**src/rtl/ahbl_timer_capcmp_if.sv**
```systemverilog
// AHB-Lite bus bundle for the timer compare/capture slave.
interface ahbl_timer_capcmp_if;
  logic [31:0] HADDR;
  logic [1:0]  HTRANS;
  logic        HREADY;
  logic [2:0]  HSIZE;
  logic        HWRITE;
  logic        HSEL;
  logic [31:0] HWDATA;
  logic        HREADYOUT;
  logic [31:0] HRDATA;

  modport master (
    output HADDR, HTRANS, HREADY, HSIZE, HWRITE, HSEL, HWDATA,
    input  HREADYOUT, HRDATA
  );

  modport slave (
    input  HADDR, HTRANS, HREADY, HSIZE, HWRITE, HSEL, HWDATA,
    output HREADYOUT, HRDATA
  );
endinterface

```
**src/rtl/ahbl_timer_capcmp.sv**
```systemverilog
// Timer compare/capture AHB-Lite slave: zero wait states (HREADYOUT tied 1), capture pin-to-FIFO 3 cycles,
// a full FIFO with no simultaneous pop drops the edge and flags OVF.
module ahbl_timer_capcmp #(
  parameter int FIFO_DEPTH = 4
) (
  input  logic                HCLK,
  input  logic                HRESETn,
  ahbl_timer_capcmp_if.slave  bus,
  input  logic [31:0]         TIMER_IN,
  input  logic                CAP_IN,
  output logic                IRQ
);
  localparam int PW = $clog2(FIFO_DEPTH);
  localparam int LW = PW + 1;
  localparam logic [7:0] A_CTRL   = 8'h00;
  localparam logic [7:0] A_CMP    = 8'h04;
  localparam logic [7:0] A_STATUS = 8'h08;
  localparam logic [7:0] A_CAP    = 8'h0C;
  localparam logic [7:0] A_IM     = 8'h10;

  logic [7:0]    haddr_q;
  logic          htrans1_q, hwrite_q, hsel_q;
  logic [3:0]    ctrl_q, ctrl_d;
  logic [31:0]   cmp_q, cmp_d;
  logic [2:0]    im_q, im_d;
  logic          match_q, match_d, ovf_q, ovf_d, irq_q, irq_d, eq_q;
  logic          cap_meta_q, cap_s_q, cap_prev_q;
  logic [PW-1:0] wr_ptr_q, wr_ptr_d, rd_ptr_q, rd_ptr_d;
  logic [LW-1:0] level_q, level_d;
  logic [31:0]   fifo_q [FIFO_DEPTH];

  logic wr, rd, eq, match_set, rise, fall, cap_hit, nempty, full, pop, push, ovf_set;
  logic wr_status;
  logic [4:0] level_rd;
  logic unused_bus;

  assign unused_bus = ^{bus.HADDR[31:8], bus.HTRANS[0], bus.HSIZE};

  assign wr        = htrans1_q & hsel_q & hwrite_q;
  assign rd        = htrans1_q & hsel_q & ~hwrite_q;
  assign wr_status = wr & (haddr_q == A_STATUS);

  assign eq        = (TIMER_IN == cmp_q);
  assign match_set = ctrl_q[0] & eq & ~eq_q;

  assign rise      = cap_s_q & ~cap_prev_q;
  assign fall      = ~cap_s_q & cap_prev_q;
  assign cap_hit   = ctrl_q[1] & ((rise & ctrl_q[2]) | (fall & ctrl_q[3]));

  assign nempty    = (level_q != '0);
  assign full      = (level_q == LW'(FIFO_DEPTH));
  assign pop       = rd & (haddr_q == A_CAP) & nempty;
  // A pop in the same cycle frees the slot, so a full FIFO can still accept the edge.
  assign push      = cap_hit & (~full | pop);
  assign ovf_set   = cap_hit & full & ~pop;
  assign level_rd  = 5'(level_q);

  always_comb begin
    ctrl_d   = ctrl_q;
    cmp_d    = cmp_q;
    im_d     = im_q;
    if (wr) begin
      case (haddr_q)
        A_CTRL:  ctrl_d = bus.HWDATA[3:0];
        A_CMP:   cmp_d  = bus.HWDATA;
        A_IM:    im_d   = bus.HWDATA[2:0];
        default: ;
      endcase
    end
    // Hardware set beats a same-cycle W1C.
    match_d  = match_set | (match_q & ~(wr_status & bus.HWDATA[0]));
    ovf_d    = ovf_set   | (ovf_q   & ~(wr_status & bus.HWDATA[1]));
    wr_ptr_d = wr_ptr_q + PW'(push);
    rd_ptr_d = rd_ptr_q + PW'(pop);
    level_d  = level_q + LW'(push) - LW'(pop);
    irq_d    = |({ovf_q, nempty, match_q} & im_q);
  end

  always_ff @(posedge HCLK) begin
    if (!HRESETn) begin
      haddr_q    <= '0;
      htrans1_q  <= 1'b0;
      hwrite_q   <= 1'b0;
      hsel_q     <= 1'b0;
      ctrl_q     <= '0;
      cmp_q      <= '0;
      im_q       <= '0;
      match_q    <= 1'b0;
      ovf_q      <= 1'b0;
      irq_q      <= 1'b0;
      eq_q       <= 1'b0;
      cap_meta_q <= 1'b0;
      cap_s_q    <= 1'b0;
      cap_prev_q <= 1'b0;
      wr_ptr_q   <= '0;
      rd_ptr_q   <= '0;
      level_q    <= '0;
    end else begin
      if (bus.HREADY) begin
        haddr_q   <= bus.HADDR[7:0];
        htrans1_q <= bus.HTRANS[1];
        hwrite_q  <= bus.HWRITE;
        hsel_q    <= bus.HSEL;
      end
      ctrl_q     <= ctrl_d;
      cmp_q      <= cmp_d;
      im_q       <= im_d;
      match_q    <= match_d;
      ovf_q      <= ovf_d;
      irq_q      <= irq_d;
      eq_q       <= eq;
      cap_meta_q <= CAP_IN;
      cap_s_q    <= cap_meta_q;
      cap_prev_q <= cap_s_q;
      wr_ptr_q   <= wr_ptr_d;
      rd_ptr_q   <= rd_ptr_d;
      level_q    <= level_d;
    end
  end

  always_ff @(posedge HCLK) begin
    if (!HRESETn) begin
      for (int i = 0; i < FIFO_DEPTH; i++) fifo_q[i] <= '0;
    end else if (push) begin
      fifo_q[wr_ptr_q] <= TIMER_IN;
    end
  end

  always_comb begin
    case (haddr_q)
      A_CTRL:   bus.HRDATA = {28'b0, ctrl_q};
      A_CMP:    bus.HRDATA = cmp_q;
      A_STATUS: bus.HRDATA = {23'b0, level_rd, 1'b0, nempty, ovf_q, match_q};
      A_CAP:    bus.HRDATA = nempty ? fifo_q[rd_ptr_q] : 32'h0;
      A_IM:     bus.HRDATA = {29'b0, im_q};
      default:  bus.HRDATA = 32'hBADDBEEF;
    endcase
  end

  assign bus.HREADYOUT = 1'b1;
  assign IRQ           = irq_q;
endmodule

```
**src/flat_wrapper.sv**
```systemverilog
// flat-port wrapper written by rule: the top's interface ports become plain ports
module ahbl_timer_capcmp_flat 
#(
  parameter int FIFO_DEPTH = 4
)
  (HCLK, HRESETn, TIMER_IN, CAP_IN, IRQ, bus_HADDR, bus_HTRANS, bus_HREADY, bus_HSIZE, bus_HWRITE, bus_HSEL, bus_HWDATA, bus_HREADYOUT, bus_HRDATA);
  ahbl_timer_capcmp_if bus_i ();
  input  logic HCLK;
  input  logic HRESETn;
  input  logic [31:0] TIMER_IN;
  input  logic CAP_IN;
  output logic IRQ;
  input wire logic [$bits(bus_i.HADDR)-1:0] bus_HADDR;
  input wire logic [$bits(bus_i.HTRANS)-1:0] bus_HTRANS;
  input wire logic [$bits(bus_i.HREADY)-1:0] bus_HREADY;
  input wire logic [$bits(bus_i.HSIZE)-1:0] bus_HSIZE;
  input wire logic [$bits(bus_i.HWRITE)-1:0] bus_HWRITE;
  input wire logic [$bits(bus_i.HSEL)-1:0] bus_HSEL;
  input wire logic [$bits(bus_i.HWDATA)-1:0] bus_HWDATA;
  output wire logic [$bits(bus_i.HREADYOUT)-1:0] bus_HREADYOUT;
  output wire logic [$bits(bus_i.HRDATA)-1:0] bus_HRDATA;
  assign bus_i.HADDR = bus_HADDR;
  assign bus_i.HTRANS = bus_HTRANS;
  assign bus_i.HREADY = bus_HREADY;
  assign bus_i.HSIZE = bus_HSIZE;
  assign bus_i.HWRITE = bus_HWRITE;
  assign bus_i.HSEL = bus_HSEL;
  assign bus_i.HWDATA = bus_HWDATA;
  assign bus_HREADYOUT = bus_i.HREADYOUT;
  assign bus_HRDATA = bus_i.HRDATA;
  ahbl_timer_capcmp #(.FIFO_DEPTH(FIFO_DEPTH)) u_core (.HCLK(HCLK), .HRESETn(HRESETn), .bus(bus_i), .TIMER_IN(TIMER_IN), .CAP_IN(CAP_IN), .IRQ(IRQ));
endmodule
```
**config.mk**
```make
export PLATFORM = sky130hd
export DESIGN_NAME = ahbl_timer_capcmp_flat
export DESIGN_NICKNAME = d
export VERILOG_FILES = /design/src/rtl/ahbl_timer_capcmp_if.sv /design/src/rtl/ahbl_timer_capcmp.sv /design/src/flat_wrapper.sv
export SDC_FILE = /design/constraint.sdc
export NUM_CORES = 1
export LEC_CHECK = 0
export ABC_AREA = 1
export CELL_PAD_IN_SITES_DETAIL_PLACEMENT = 0
export CELL_PAD_IN_SITES_GLOBAL_PLACEMENT = 1
export CORE_MARGIN = 2
export CORE_UTILIZATION = 37
export CTS_CLUSTER_SIZE = 8
export DETAILED_ROUTE_END_ITERATION = 8
export PLACE_DENSITY_LB_ADDON = 0.1
export SYNTH_ARGS = -nofsm -noshare
export SYNTH_HDL_FRONTEND = slang
export SYNTH_SLANG_ARGS = --single-unit
```
**constraint.sdc**
```tcl
create_clock -name HCLK -period 6.2 [get_ports HCLK]
set_input_delay 1.86 -clock HCLK [delete_from_list [all_inputs] [get_ports HCLK]]
set_output_delay 1.86 -clock HCLK [all_outputs]
set_load 0.01 [all_outputs]
```
Word level (Yosys, flattened, before mapping). Memories as Yosys holds them, arrays and structs flattened. A register that Yosys moved wholly into a read port is not among the register bits. Index checks and enable logic that the tools add are counted.

Register bits after elaboration: 64. Memory bits (writable): 128. Output and inout port bits: 34. Logic and storage cells: 78. Memories kept: 1.

Add/sub/neg operators: 4. Equal/unequal tests: 6. Multiplexer cells: 10. Bitwise gates (word level): 33. Reduce and logical (&&, ||, !) cells: 7.

Memories: u_core.fifo_q (words 4, width 32, rd ports 1, clocked after memory_dff 1, write ports 4, line ahbl_timer_capcmp.sv:30) `logic [31:0] fifo_q [FIFO_DEPTH];`.

Operator list (number): $pmux 32 s5 (1); $mux 32 (2); $eq 32x32->1 (1); $reduce_or 32->1 (1); $and 1x1->1 (20); $eq 8x4->1 const B (2); $eq 8x3->1 const B (1); $eq 8x5->1 const B (1); $logic_not 8->1 (1); $not 1->1 (8); $reduce_and 2->1 (3); $mux 1 (5); $add 2x1->2 (2); $mux 2 (2); $or 1x1->1 (4); $add 3x1->3 (1); $and 3x3->3 (1); $eq 3x3->1 const B (1); $reduce_bool 3->1 (1); $reduce_or 3->1 (1); $sub 3x1->3 (1).

Logic depth before layout (Yosys ltp).
Depth in word-level cells: 11. Gate-level depth with buffers: 13. Depth with buffers taken out: 13.

Least setup slack after synthesis. Ideal clock, no wire load.

Path type: input to register. Start: input port HRESETn. End: memory u_core.fifo_q[0][0], enable pin. Setup time: 0.466 ns. Arrival: 4.648 ns. Required time: 5.734 ns. Slack: 1.086 ns. Stages on the path: 3. Path buffers: 1. Path through: clkbuf_1 nand4_1 o21ai_0.

RTL lines: start, declared (line flat_wrapper.sv:9) `input logic HRESETn;`; end, declared (line ahbl_timer_capcmp.sv:30).

Worst setup path after layout.
Start: register u_core.haddr_q[0]. End: output port bus_HRDATA[6].

Cells in the longest elaborated chain, start to end: 2.

Ends and longest elaborated chain: start, declared (line ahbl_timer_capcmp.sv:21) `logic [7:0] haddr_q;`; start signal, assigned (line ahbl_timer_capcmp.sv:100) `haddr_q <= bus.HADDR[7:0];`; $eq 8x5->1, or another cell as far along (line ahbl_timer_capcmp.sv:130) `case (haddr_q)`; $pmux 32 s5 (*) (line ahbl_timer_capcmp.sv:130); end, declared (line flat_wrapper.sv:21) `output wire logic [$bits(bus_i.HRDATA)-1:0] bus_HRDATA;`.

Every way passes the cells marked *; elsewhere a longest branch is shown, timed or not.

==> run summary <==
Result of the run: finished, final reports clean
Post-synthesis instance total: 1020
Most used cells in the layout excluding fill and tap cells: nand2_1 (182), nor2_1 (163), edfxtp_1 (128)
Synthesized net count: 1132
Unrepaired setup endpoints after global routing: false
Wire length of the first global-routing pass: 42230 um
Routed Wire Length: 28160 um
Count of pins over their slew limit: 0
Fill count: 2389
Die X: 160.0 um
Total number of yosys warnings: 0
Initial antenna violation count: 1
Row Count: 57
Kind of critical path: reg2out
Via count: 7353
Cell Area, Synth: 0.009006 mm^2
Slack of the worst reg-to-reg path: 3.37 ns
Post-route setup TNS: 0 ns
Final weighted congestion in routability-driven placement: 0.8212
Wire length per cell: 19.53 um
VDD IR max: 162.0 uV
Standby leakage power: 4.079 nW
Distinct cell type count of the synthesized netlist: 36
Drt via density: 5.099
Final clock skew: 0.01841 ns
Number of iterations in the first detailed-routing pass: 5
Path category of the worst min-delay check: reg2reg
Number of hold violations in the final report: 0
Antenna viol nets, final: 0
Flop and latch count out of synthesis: 192
Portion of synthesized cell area occupied by the leading cell type: 0.4268
P per Cell Area: 249.1 mW/mm^2
Synthesized-area fraction occupied by xor and xnor cells: 0.01556
Number of levels in the clock H-tree: 4
Core region area: 0.02411 mm^2
Total area of sequential cells: 0.005126 mm^2
Total gr overflow: 0
Post-detail-place hpwl: 18790 um
Cell at the root of the clock tree: clkbuf_16
Maximum Capacitance Violations: 0
Min cycle time layout: 4.947 ns
Number of global-route vias before repair: 7002
Post-Synth Adder-Cell Area: 0.007780
Number of buffers added for setup after CTS: 0
Number of input and output port buffers inserted: 111
Synthesized-area fraction occupied by ao, oa, aoi and oai cells: 0.1213
GRT Resource Usage Total: 0.2216
Die height: 160.0 um
# resized after CTS: 0
Crit share post-route: 0.7978
Clock transition time at the flip-flop clock pins of the worst setup and hold paths: 0.08 ns
Share of synthesized area occupied by flip-flops and latches: 0.5690
Footprint of the multi-input gates: 0.003329 mm^2
CTS Hold Bufs: 0
Pin count of the biggest net entering global routing: 66
Worst Tran Pin Value: 1.171 ns
Setup violations, final: 0
Share of layout cells above drive strength 1: 0.06714
Clock insertion delay at the later pin of the skew report: 0.44 ns
Die area: 0.02560 mm^2
Mux contribution to synthesized area: 0
Startpoint Class: register
Required time worst endpoint: 4.34 ns
Number of buffers between clock root and the deepest sink: 2
Dominant combinational cell family by area after synthesis: simple AND/OR/NAND/NOR gates
Final standard cell utilization of the core: 0.4560
Timing-limited maximum frequency: 202.2 MHz
Most frequent standard cell in the layout excluding fill and tap cells: nand2_1
DRC violations left: 0
Endpoint type of the worst setup path: output pin
Synth area leaders: edfxtp_1 (43%), dfxtp_1 (14%), nand2_1 (7.6%)
TritonCTS Sinks: 192
Highest fanout seen on the critical path: 14
Fraction of the mapped netlist area in simple logic gates: 0.2209
Mean area per synthesized cell: 8.830 um^2
Data arrival time of the worst path: 3.09 ns
Largest area contributor in the synthesized netlist: edfxtp_1
Max-slew headroom at the worst pin: 0.2191
Layout Area Growth over Synthesis: 22.06%
Initial Util: 0.3736
I/O pin cnt: 141
1st-iter DRT viols: 548
Total clock buffers created by CTS: 17
Clock tree from TritonCTS: built
Final layout net count: 1216
-- routing by layer --
layer  part of all wire  up-vias  routed length [um]  GRT usage
met5                  0        -                   0          0
met2               0.44      208               12460     0.3323
met1               0.49     3512               13770     0.3379
li1                   -     3619                   -          -
met3              0.061       14                1708    0.03377
met4             0.0078        0                 220    0.04996
-- registers in the layout, indices dropped and copies added (netlist names), 2 cells and up --
signal,flops
u_core.level_q,3
u_core.rd_ptr_q,2
u_core.cmp_q,32
u_core.fifo_q,128
u_core.wr_ptr_q,2
u_core.ctrl_q,4
u_core.haddr_q,8
u_core.im_q,3
-- logic make-up (layout without fill, tap and decap cells) --
group           after synthesis  in the layout
compound gates              196            196
simple gates                466            466
flops                       192            192
buf+inv                     144            241
fa+ha+maj                     5              5
xor+xnor                     16             16
other cells                   1              2
-- synth_stat cells (all sizes together) --
library cell / instances
a22o: 3
nor2: 176
fa: 1
xor2: 4
ha: 4
nand3: 27
xnor2: 12
conb: 1
o211ai: 7
nand3b: 1
nor3: 73
clkbuf: 42
edfxtp: 128
nand4: 2
o21ai: 92
a22oi: 14
o22ai: 34
clkinv: 1
dfxtp: 64
buf: 20
a21oi: 45
nand2: 186
and2: 1
a31oi: 1
inv: 81
-- area by class of cell --
type                    count  area share
clock buffers              17     0.03870
well taps                 324     0.03688
flip-flops and latches    192      0.4663
multi-input cells         684      0.3029
clock inverters            15     0.01502
repair buffers            127      0.1120
inverters                  82     0.02800
diodes                      1   0.0002276
-- worst paths after layout --
| kind | start | end | cells past startpoint |
|---|---|---|---|
| setup / recovery | u_core.haddr_q[0] | bus_HRDATA[6] | 8 |
| hold / removal | u_core.cap_meta_q | u_core.cap_s_q | 2 |
| setup reg to reg | u_core.haddr_q[6] | u_core.fifo_q[2][17] | 11 |
| hold reg to reg | u_core.cap_meta_q | u_core.cap_s_q | 2 |
-- metrics by stage --
stage / area (um^2) / instances / hold slack (ns) / power [mW] / setup WS (ns)
after global placement: 10400 / 1409 / 0.3945 / 1.671 / 1.698
after detailed placement: 10400 / 1409 / 0.4119 / 1.671 / 1.699
after global routing: 10990 / 1441 / 0.4579 / 2.821 / 1.029
after floorplan: 9006 / 1020 / 0.3905 / 1.529 / 1.086
after CTS: 10990 / 1441 / 0.4337 / 2.757 / 1.212
final: 10990 / 1442 / 0.4271 / 2.739 / 1.253
-- where the power goes --
| group | switching [mW] | total, mW | internal [mW] | leakage, nW |
|---|---|---|---|---|
| Combinational | 0.134 | 0.238 | 0.105 | 1.96 |
| Clock | 0.554 | 1.10 | 0.543 | 0.280 |
| Sequential | 0.0103 | 1.40 | 1.39 | 1.84 |
-- worst max-delay path, stage by stage (launching register included) --
cell             delay, ns
dfxtp_1               0.32
nor2_2                0.14
inv_1                 0.09
nor2_1                0.12
nand3_1               0.44
inv_1                 0.63
a22oi_1               0.22
nand3_1               0.11
clkdlybuf4s50_1       0.56
(Power assumes the default switching activity.)
